<file path="config.mk">
export PLATFORM = sky130hd
export DESIGN_NAME = ram_burst_bridge
export DESIGN_NICKNAME = d
export VERILOG_FILES = /design/src/rtl/ram_burst_bridge.sv
export SDC_FILE = /design/constraint.sdc
export NUM_CORES = 1
export LEC_CHECK = 0
export ABC_AREA = 1
export CAP_MARGIN = 20
export CELL_PAD_IN_SITES_DETAIL_PLACEMENT = 1
export CELL_PAD_IN_SITES_GLOBAL_PLACEMENT = 2
export CORE_UTILIZATION = 20
export DETAILED_ROUTE_END_ITERATION = 10
export PLACE_DENSITY_LB_ADDON = 0.1
export SYNTH_ARGS = -nofsm -noshare
export SYNTH_HDL_FRONTEND = slang
export SYNTH_SLANG_ARGS = --single-unit
</file>
<file path="constraint.sdc">
create_clock -name clk -period 10.1 [get_ports clk]
set_clock_uncertainty 0.15 [all_clocks]
set_input_delay 1.515 -clock clk [delete_from_list [all_inputs] [get_ports clk]]
set_output_delay 1.515 -clock clk [all_outputs]
set_load 0.02 [all_outputs]
</file>
<file path="src/rtl/ram_burst_bridge.sv">
// ram_burst_bridge: turns valid/ready burst requests into per-beat strobes for the 128-bit RAM helper.
// Define RAM_BRIDGE_RANGE_CHECK_EN to suppress beats outside [RAM_BASE, RAM_BASE+RAM_SIZE).
module ram_burst_bridge #(
  parameter int          ADDR_W   = 64,
  parameter int          IDX_W    = 52,
  parameter logic [63:0] RAM_BASE = 64'h8000_0000,
  parameter logic [63:0] RAM_SIZE = 64'h8000_0000
) (
  input  logic              clk,
  input  logic              reset,
  input  logic              req_valid,
  output logic              req_ready,
  input  logic              req_write,
  input  logic [ADDR_W-1:0] req_addr,
  input  logic [7:0]        req_len,
  input  logic              wdata_valid,
  output logic              wdata_ready,
  input  logic [127:0]      wdata,
  input  logic [15:0]       wmask,
  output logic              resp_valid,
  input  logic              resp_ready,
  output logic [127:0]      resp_data,
  output logic              resp_last,
  output logic              ram_en,
  output logic [IDX_W-1:0]  ram_ridx,
  input  logic [127:0]      ram_rdata,
  output logic [IDX_W-1:0]  ram_widx,
  output logic [127:0]      ram_wdata,
  output logic [15:0]       ram_wmask,
  output logic              ram_wen
);

  typedef enum logic [1:0] {
    S_IDLE  = 2'd0,
    S_READ  = 2'd1,
    S_WRITE = 2'd2,
    S_WACK  = 2'd3
  } state_e;

  state_e             state_q, state_d;
  logic               req_ready_q, req_ready_d;
  logic               wdata_ready_q, wdata_ready_d;
  logic [IDX_W-1:0]   idx_q, idx_d;
  logic [IDX_W-1:0]   ridx_q, ridx_d;
  logic [IDX_W-1:0]   widx_q, widx_d;
  logic [7:0]         cnt_q, cnt_d;
  logic               done_q, done_d;
  logic               resp_valid_q, resp_valid_d;
  logic               resp_last_q, resp_last_d;
  logic [127:0]       resp_data_q, resp_data_d;

  logic               req_accept_s;
  logic               rd_issue_s;
  logic               wr_accept_s;
  logic               in_range_s;
  logic               rd_fire_s;
  logic               wr_fire_s;
  logic [IDX_W-1:0]   base_idx_s;

  // The helper works in whole 16-byte words, so the mapped window must be word aligned.
  if ((RAM_BASE[3:0] != 4'd0) || (RAM_SIZE[3:0] != 4'd0)) begin : g_align_check
    $error("ram_burst_bridge: RAM_BASE and RAM_SIZE must be 16-byte aligned");
  end

  assign req_accept_s = (state_q == S_IDLE) && req_valid && req_ready_q;
  // A read beat may only be issued when the response buffer is free or draining this cycle.
  assign rd_issue_s   = (state_q == S_READ) && !done_q && (!resp_valid_q || resp_ready);
  assign wr_accept_s  = (state_q == S_WRITE) && wdata_valid;
  assign base_idx_s   = IDX_W'((req_addr - ADDR_W'(RAM_BASE)) >> 3'd4);

`ifdef RAM_BRIDGE_RANGE_CHECK_EN
  logic [ADDR_W-1:0] addr_q, addr_d;

  assign in_range_s = (addr_q >= ADDR_W'(RAM_BASE)) &&
                      ((addr_q - ADDR_W'(RAM_BASE)) < ADDR_W'(RAM_SIZE));

  // Byte address of the current beat, stepped alongside the helper index.
  always_comb begin
    addr_d = addr_q;
    if (req_accept_s) begin
      addr_d = {req_addr[ADDR_W-1:4], 4'h0};
    end else if (rd_issue_s || wr_accept_s) begin
      addr_d = addr_q + ADDR_W'(5'd16);
    end else begin
      addr_d = addr_q;
    end
  end

  // Beat address register.
  always_ff @(posedge clk or posedge reset) begin
    if (reset) begin
      addr_q <= '0;
    end else begin
      addr_q <= addr_d;
    end
  end
`else
  assign in_range_s = 1'b1;
`endif

  assign rd_fire_s   = rd_issue_s && in_range_s;
  assign wr_fire_s   = wr_accept_s && in_range_s;

  assign req_ready   = req_ready_q;
  assign wdata_ready = wdata_ready_q;
  assign resp_valid  = resp_valid_q;
  assign resp_data   = resp_data_q;
  assign resp_last   = resp_last_q;
  assign ram_en      = rd_fire_s || wr_fire_s;
  assign ram_wen     = wr_fire_s;
  assign ram_ridx    = rd_fire_s ? idx_q : ridx_q;
  assign ram_widx    = wr_fire_s ? idx_q : widx_q;
  assign ram_wdata   = wr_fire_s ? wdata : 128'd0;
  assign ram_wmask   = wr_fire_s ? wmask : 16'd0;

  // Next-state, beat bookkeeping and response buffer update.
  always_comb begin
    state_d      = state_q;
    idx_d        = idx_q;
    cnt_d        = cnt_q;
    done_d       = done_q;
    resp_valid_d = resp_valid_q;
    resp_last_d  = resp_last_q;
    resp_data_d  = resp_data_q;
    ridx_d       = ram_ridx;
    widx_d       = ram_widx;

    case (state_q)
      S_IDLE: begin
        if (req_accept_s) begin
          idx_d   = base_idx_s;
          cnt_d   = req_len;
          done_d  = 1'b0;
          state_d = req_write ? S_WRITE : S_READ;
        end else begin
          state_d = S_IDLE;
        end
      end
      S_READ: begin
        if (resp_valid_q && resp_ready) begin
          resp_valid_d = 1'b0;
          resp_last_d  = 1'b0;
          state_d      = done_q ? S_IDLE : S_READ;
        end else begin
          state_d = S_READ;
        end
        // Issuing overrides the drain above, keeping one beat per cycle under full throughput.
        if (rd_issue_s) begin
          resp_valid_d = 1'b1;
          resp_data_d  = in_range_s ? ram_rdata : 128'd0;
          resp_last_d  = (cnt_q == 8'd0);
          if (cnt_q == 8'd0) begin
            done_d = 1'b1;
          end else begin
            cnt_d = cnt_q - 8'd1;
            idx_d = idx_q + IDX_W'(1'b1);
          end
        end else begin
          done_d = done_q;
        end
      end
      S_WRITE: begin
        if (wr_accept_s) begin
          if (cnt_q == 8'd0) begin
            state_d      = S_WACK;
            resp_valid_d = 1'b1;
            resp_last_d  = 1'b1;
            resp_data_d  = 128'd0;
          end else begin
            cnt_d = cnt_q - 8'd1;
            idx_d = idx_q + IDX_W'(1'b1);
          end
        end else begin
          state_d = S_WRITE;
        end
      end
      S_WACK: begin
        if (resp_ready) begin
          resp_valid_d = 1'b0;
          resp_last_d  = 1'b0;
          state_d      = S_IDLE;
        end else begin
          state_d = S_WACK;
        end
      end
      default: begin
        state_d = S_IDLE;
      end
    endcase

    req_ready_d   = (state_d == S_IDLE);
    wdata_ready_d = (state_d == S_WRITE);
  end

  // State and datapath registers.
  always_ff @(posedge clk or posedge reset) begin
    if (reset) begin
      state_q       <= S_IDLE;
      req_ready_q   <= 1'b0;
      wdata_ready_q <= 1'b0;
      idx_q         <= '0;
      ridx_q        <= '0;
      widx_q        <= '0;
      cnt_q         <= 8'd0;
      done_q        <= 1'b0;
      resp_valid_q  <= 1'b0;
      resp_last_q   <= 1'b0;
      resp_data_q   <= 128'd0;
    end else begin
      state_q       <= state_d;
      req_ready_q   <= req_ready_d;
      wdata_ready_q <= wdata_ready_d;
      idx_q         <= idx_d;
      ridx_q        <= ridx_d;
      widx_q        <= widx_d;
      cnt_q         <= cnt_d;
      done_q        <= done_d;
      resp_valid_q  <= resp_valid_d;
      resp_last_q   <= resp_last_d;
      resp_data_q   <= resp_data_d;
    end
  end

endmodule

</file>
After elaboration in Yosys (flattened, before gate mapping)
Cells that the tools add are included.
{"block": "totals", "regBits": 299, "in_bits": 350, "output_inout_bits": 382, "word_cells": 83}
{"block": "op_classes", "addsub": 3, "n_eq_ne": 11, "mux": 37, "n_reduce_logical": 21}
{"cell": "$mux W128", "count": 4}
{"cell": "$mux W52", "count": 6}
{"cell": "$pmux W128 S2", "count": 1}
{"cell": "$pmux W52 S3", "count": 1}
{"cell": "$sub A56 B32 Y56 const B", "count": 1}
{"cell": "$add A52 B1 Y52 const B", "count": 1}
{"cell": "$mux W8", "count": 4}
{"cell": "$pmux W8 S3", "count": 1}
{"cell": "$mux W16", "count": 1}
{"cell": "$reduce_and A4 Y1", "count": 3}
{"cell": "$mux W1", "count": 10}
{"cell": "$mux W2", "count": 5}
{"cell": "$logic_not A8 Y1", "count": 1}
{"cell": "$ne A2 B2 Y1 const B", "count": 4}
{"cell": "$pmux W2 S4", "count": 1}
{"cell": "$sub A8 B1 Y8 const B", "count": 1}
{"cell": "$eq A2 B2 Y1 const B", "count": 3}
{"cell": "$logic_and A1 B1 Y1", "count": 6}
{"cell": "$pmux W1 S3", "count": 2}
{"cell": "$reduce_bool A3 Y1", "count": 2}
{"cell": "$reduce_and A5 Y1", "count": 1}
{"cell": "$logic_not A2 Y1", "count": 2}
{"cell": "$ne A2 B1 Y1 const B", "count": 2}
{"cell": "$reduce_bool A2 Y1", "count": 2}
{"cell": "5 further kinds", "count": 7}

Longest topological paths before layout
{"block": "depth", "word_depth": 6, "mapped_depth": 14, "depth_no_buf": 13}

Least setup slack after synthesis
No wires, ideal clock.
{"block": "synth_path", "path_type": "input port to output port", "startpoint": "in resp_ready", "endpoint": "out ram_ridx[0]", "t_arrival_ps": 2656, "t_required_ps": 8435, "setup_slack_ps": 5779, "stages": 6, "path_buffers": 2, "cell_sequence": "inv_2 > nand2_1 > nand3_2 > clkbuf_1 > clkbuf_1 > o21ai_0"}
{"block": "synth_via", "elab_chain_cells": 3}
{"item": "start: declaration", "line": "21", "rtl": "input logic resp_ready,"}
{"item": "$logic_or A1 B1 Y1", "line": "67", "rtl": "assign rd_issue_s = (state_q == S_READ) && !done_q && (!resp_valid_q || resp_ready);"}
{"item": "$logic_and A1 B1 Y1", "line": "67"}
{"item": "$mux W52", "line": "111", "rtl": "assign ram_ridx = rd_fire_s ? idx_q : ridx_q;"}
{"item": "end: declaration", "line": "25", "rtl": "output logic [IDX_W-1:0] ram_ridx,"}
No other way between the ends.

Worst setup path in the final report
{"block": "layout_path", "startpoint": "in wdata_valid", "endpoint": "out ram_wdata[4]"}
{"block": "layout_via", "elab_chain_cells": 2}
{"item": "start: declaration", "line": "16", "rtl": "input logic wdata_valid,"}
{"item": "$logic_and A1 B1 Y1", "line": "68", "rtl": "assign wr_accept_s = (state_q == S_WRITE) && wdata_valid;"}
{"item": "$mux W128", "line": "113", "rtl": "assign ram_wdata = wr_fire_s ? wdata : 128'd0;"}
{"item": "end: declaration", "line": "28", "rtl": "output logic [127:0] ram_wdata,"}
No other way between the ends.

==> summary.txt <==
Logic synthesis
  • Synthesized Nets: 2465
  • Simple-gate portion of the synthesized area: 0.289
  • Top area cells in the synthesized netlist: dfrtp_1, nand2_1, o21ai_0
  • Complex-gate fraction of the synthesized area: 0.122
  • Post-synthesis adder-cell area fraction: 0.00694
  • Mapped cell area: 16200 um2
  • Area share of the largest cell type after synthesis: 0.461
  • Sequential share of the synthesized area: 0.461
  • Top_reg_cell synth: dfrtp_1
  • Avg Inst Size Synth: 7.70 um2
  • Biggest area consumer among synthesized cells: dfrtp_1
  • Yosys warning total: 0
  • Post-synth EDFFs: 0
  • Yosys cell types: 39
  • #FFs+latches synth: 299
  • Post-synth ARST share: 1.00
  • Mapped Cells: 2106
  • Largest family of logic cells by synthesized area: simple AND/OR/NAND/NOR gates
  • Mux cell area share after synthesis: 0
  • Post-Synth XOR/XNOR Area: 0.0140

Global routing
  • Pin count of the biggest net entering global routing: 109
  • M3 GR Usage: 0.0426
  • Met1 global-route usage: 0.256
  • Busiest layer in global routing: met2
  • Initial antenna violation count: 15
  • GR met2 Demand/Resource: 0.326
  • First-pass GRT wire length: 120 mm
  • Global route overflow: 0
  • Vias in the first global route: 17297
  • GRT Total Usage: 0.195

Route
  • Router iterations before antenna repair: 4
  • Routed len/inst: 21.4 um
  • Via/cell ratio: 4.24
  • DR iter-0 viols: 674
  • Vias: 16376
  • Final ANT Viol Nets: 0
  • Routed wire length: 82.4 mm
  • # DRC: 0

Final layout
  • Post-layout instance area: 25500 um2
  • Nets: 3124
  • Fill count: 9563
  • Post-Layout Cell Count: 3858
  • Area delta synth->final: 57.3%
  • Fin util: 0.317
  • Layout cells sized above 1: 0.0759

Die
  • Die span in y: 287 um
  • Core ar.: 80400 um2
  • Die Span X: 287 um
  • Die area: 82300 um2
  • Initial Utilization: 0.202
  • Rows: 104
  • # IOs: 732

Clock tree
  • CTS tree: done
  • CTS Hold Bufs: 0
  • # H-tree levels: 2
  • Resized Gates After CTS: 0
  • Skew-Pair Late Insertion Delay: 580 ps
  • Setup Fix Bufs, Post-CTS: 0
  • Clock Sink Count: 299
  • CTS Buf Count: 42
  • CTS root buf: clkbuf_16
  • Clk buf depth: 3
  • Worst-path clk slew: 50 ps

Min path
  • Hold crit path type: reg -> reg

Placement
  • GPL Wtd Cong: 0.816
  • Post-DP HPWL: 62.9 mm
  • IO Port Bufs: 719
  • DP Area: 24200 um2
  • DP Cell Count: 3780

Setup path
  • Critical path launch point: wdata_valid
  • Critical path class: in -> out
  • Req. time, crit path: 8440 ps
  • Reg2reg setup slack: 6120 ps
  • RR Endpoint: resp_data[50]
  • R2R cell count: 9
  • Crit path DAT: 4520 ps
  • CP endpoint: ram_wdata[4]
  • Endpoint type of the worst setup path: output pin
  • Startpoint Class: primary input
  • Crit path max fanout: 84
  • Critical R2R Launch: state_q[1]

STA
  • Fmax: 162 MHz
  • Final period util: 0.612
  • Fin. Hold Viols: 0
  • Setup violators final: 0
  • Max-slew headroom: 0.231
  • Final critical-path required period: 6180 ps
  • Worst-Margin Slew: 1150 ps
  • Fin. max-slew vios: 0
  • Post-route setup TNS: 0 ps
  • Setup repair after global routing missed its margin: no

Power
  • Comb pwr share: 0.570
  • Sw Share: 0.477
  • Internal power: 4.31 mW
  • P_sw: 3.93 mW
  • PwrDens: 323 nW/um2
  • Pleak: 11.3 nW
  • Clock share of power: 0.175
  • Reg power frac: 0.255
  • VDD IR-drop max: 194 uV

Status
  • Status: finished clean

Job
  • Max-Cap Viols: 0
flip-flops by register name, indices dropped and copies added, names as in the netlist:
signal / flops
resp_data: 128
idx_q: 52
ridx_q: 52
widx_q: 52
cnt_q: 8
state_q: 2
done_q: 1
req_ready: 1
resp_last: 1
resp_valid: 1
wdata_ready: 1
per-stage QoR:
stage,total power [mW],hold slack [ps],setup slack (ps)
floorplan,4.85,314,174
finish,8.25,338,3920
global placement,6.84,320,3840
global route,8.89,371,3680
detailed placement,6.94,331,3780
CTS,8.44,345,3770
routing by layer:
metal	wire, um	vias to the layer above
li1	-	8001
met1	36700	7886
met2	39600	386
met3	4590	87
met4	1390	16
met5	104	-
power by group through the flow:
stage | logic [mW] | registers, mW | clock network, mW
6_report | 4.70 | 2.10 | 1.44
5_1_grt | 5.17 | 2.18 | 1.54
4_1_cts | 4.83 | 2.11 | 1.50
3_5_place_dp | 4.81 | 2.13 | 0
3_3_place_gp | 4.73 | 2.10 | 0
2_1_floorplan | 2.50 | 2.35 | 0
synth_stat cells (14+ instances only):
cell      number
o211ai_1      14
xor2_1        22
o21ai_0      255
nand3_1       93
nor2_1       276
clkbuf_1      75
dfrtp_1      299
buf_2         19
nand4_1       17
nand3_2      101
inv_1        255
nand2_1      491
a21oi_1       29
o21ai_1       51
worst min path at each step:
stage | cells past startpoint | slack [ps] | endpoint | startpoint
after detailed placement | 2 | 330 | resp_data[95] | resp_data[95]
after global routing | 2 | 370 | resp_data[59] | resp_data[59]
final | 2 | 340 | resp_data[95] | resp_data[95]
after floorplan | 2 | 310 | idx_q[51] | idx_q[51]
after global placement | 2 | 320 | resp_data[4] | resp_data[4]
after CTS | 2 | 340 | resp_data[95] | resp_data[95]
kinds of logic after synthesis:
kind of cell | count (synthesis)
XOR/XNOR | 26
adder cells (fa/ha/maj) | 9
AND/OR/NAND/NOR | 1009
flip-flops | 299
buffers and inverters | 386
AO/OA/AOI/OAI | 377
worst max-delay path, stage by stage:
cell and delay, ps:
clkdlybuf4s50_1 500, nand2_4 720, buf_4 620, buf_12 310, nor2_1 70, clkdlybuf4s50_1 660
layout by cell type (no fill, tap or decap), types with 2 or more instances in the layout:
cell type	n
clkbuf_1	13
inv_2	8
o211ai_1	14
dfrtp_1	299
nor2_2	10
nor3_1	6
a21oi_1	29
nor2_4	4
xnor2_1	4
nand2_2	4
nand3_2	100
clkdlybuf4s50_1	719
nand2_1	490
a22oi_1	2
clkinv_8	2
inv_1	254
ha_1	8
nand3b_1	5
o21ai_1	51
clkbuf_16	42
nor2_1	276
o21ai_0	255
buf_4	15
clkinv_2	5
nand3_1	93
xor2_1	22
nand4_1	17
a31oi_1	8
a21boi_0	2
clkbuf_8	10
diode_2	5
o22ai_1	10
cell type report:
type,count,area [um2],share of cell area
flip-flops and latches,299,7480,0.293
repair buffers,735,7330,0.287
multi-input cells,1421,7040,0.276
well taps,1060,1330,0.0520
clock buffers,65,1240,0.0485
inverters,266,1010,0.0398
clock inverters,7,82.6,0.00324
diodes,5,12.5,0.000490
(Power assumes the default switching activity.)
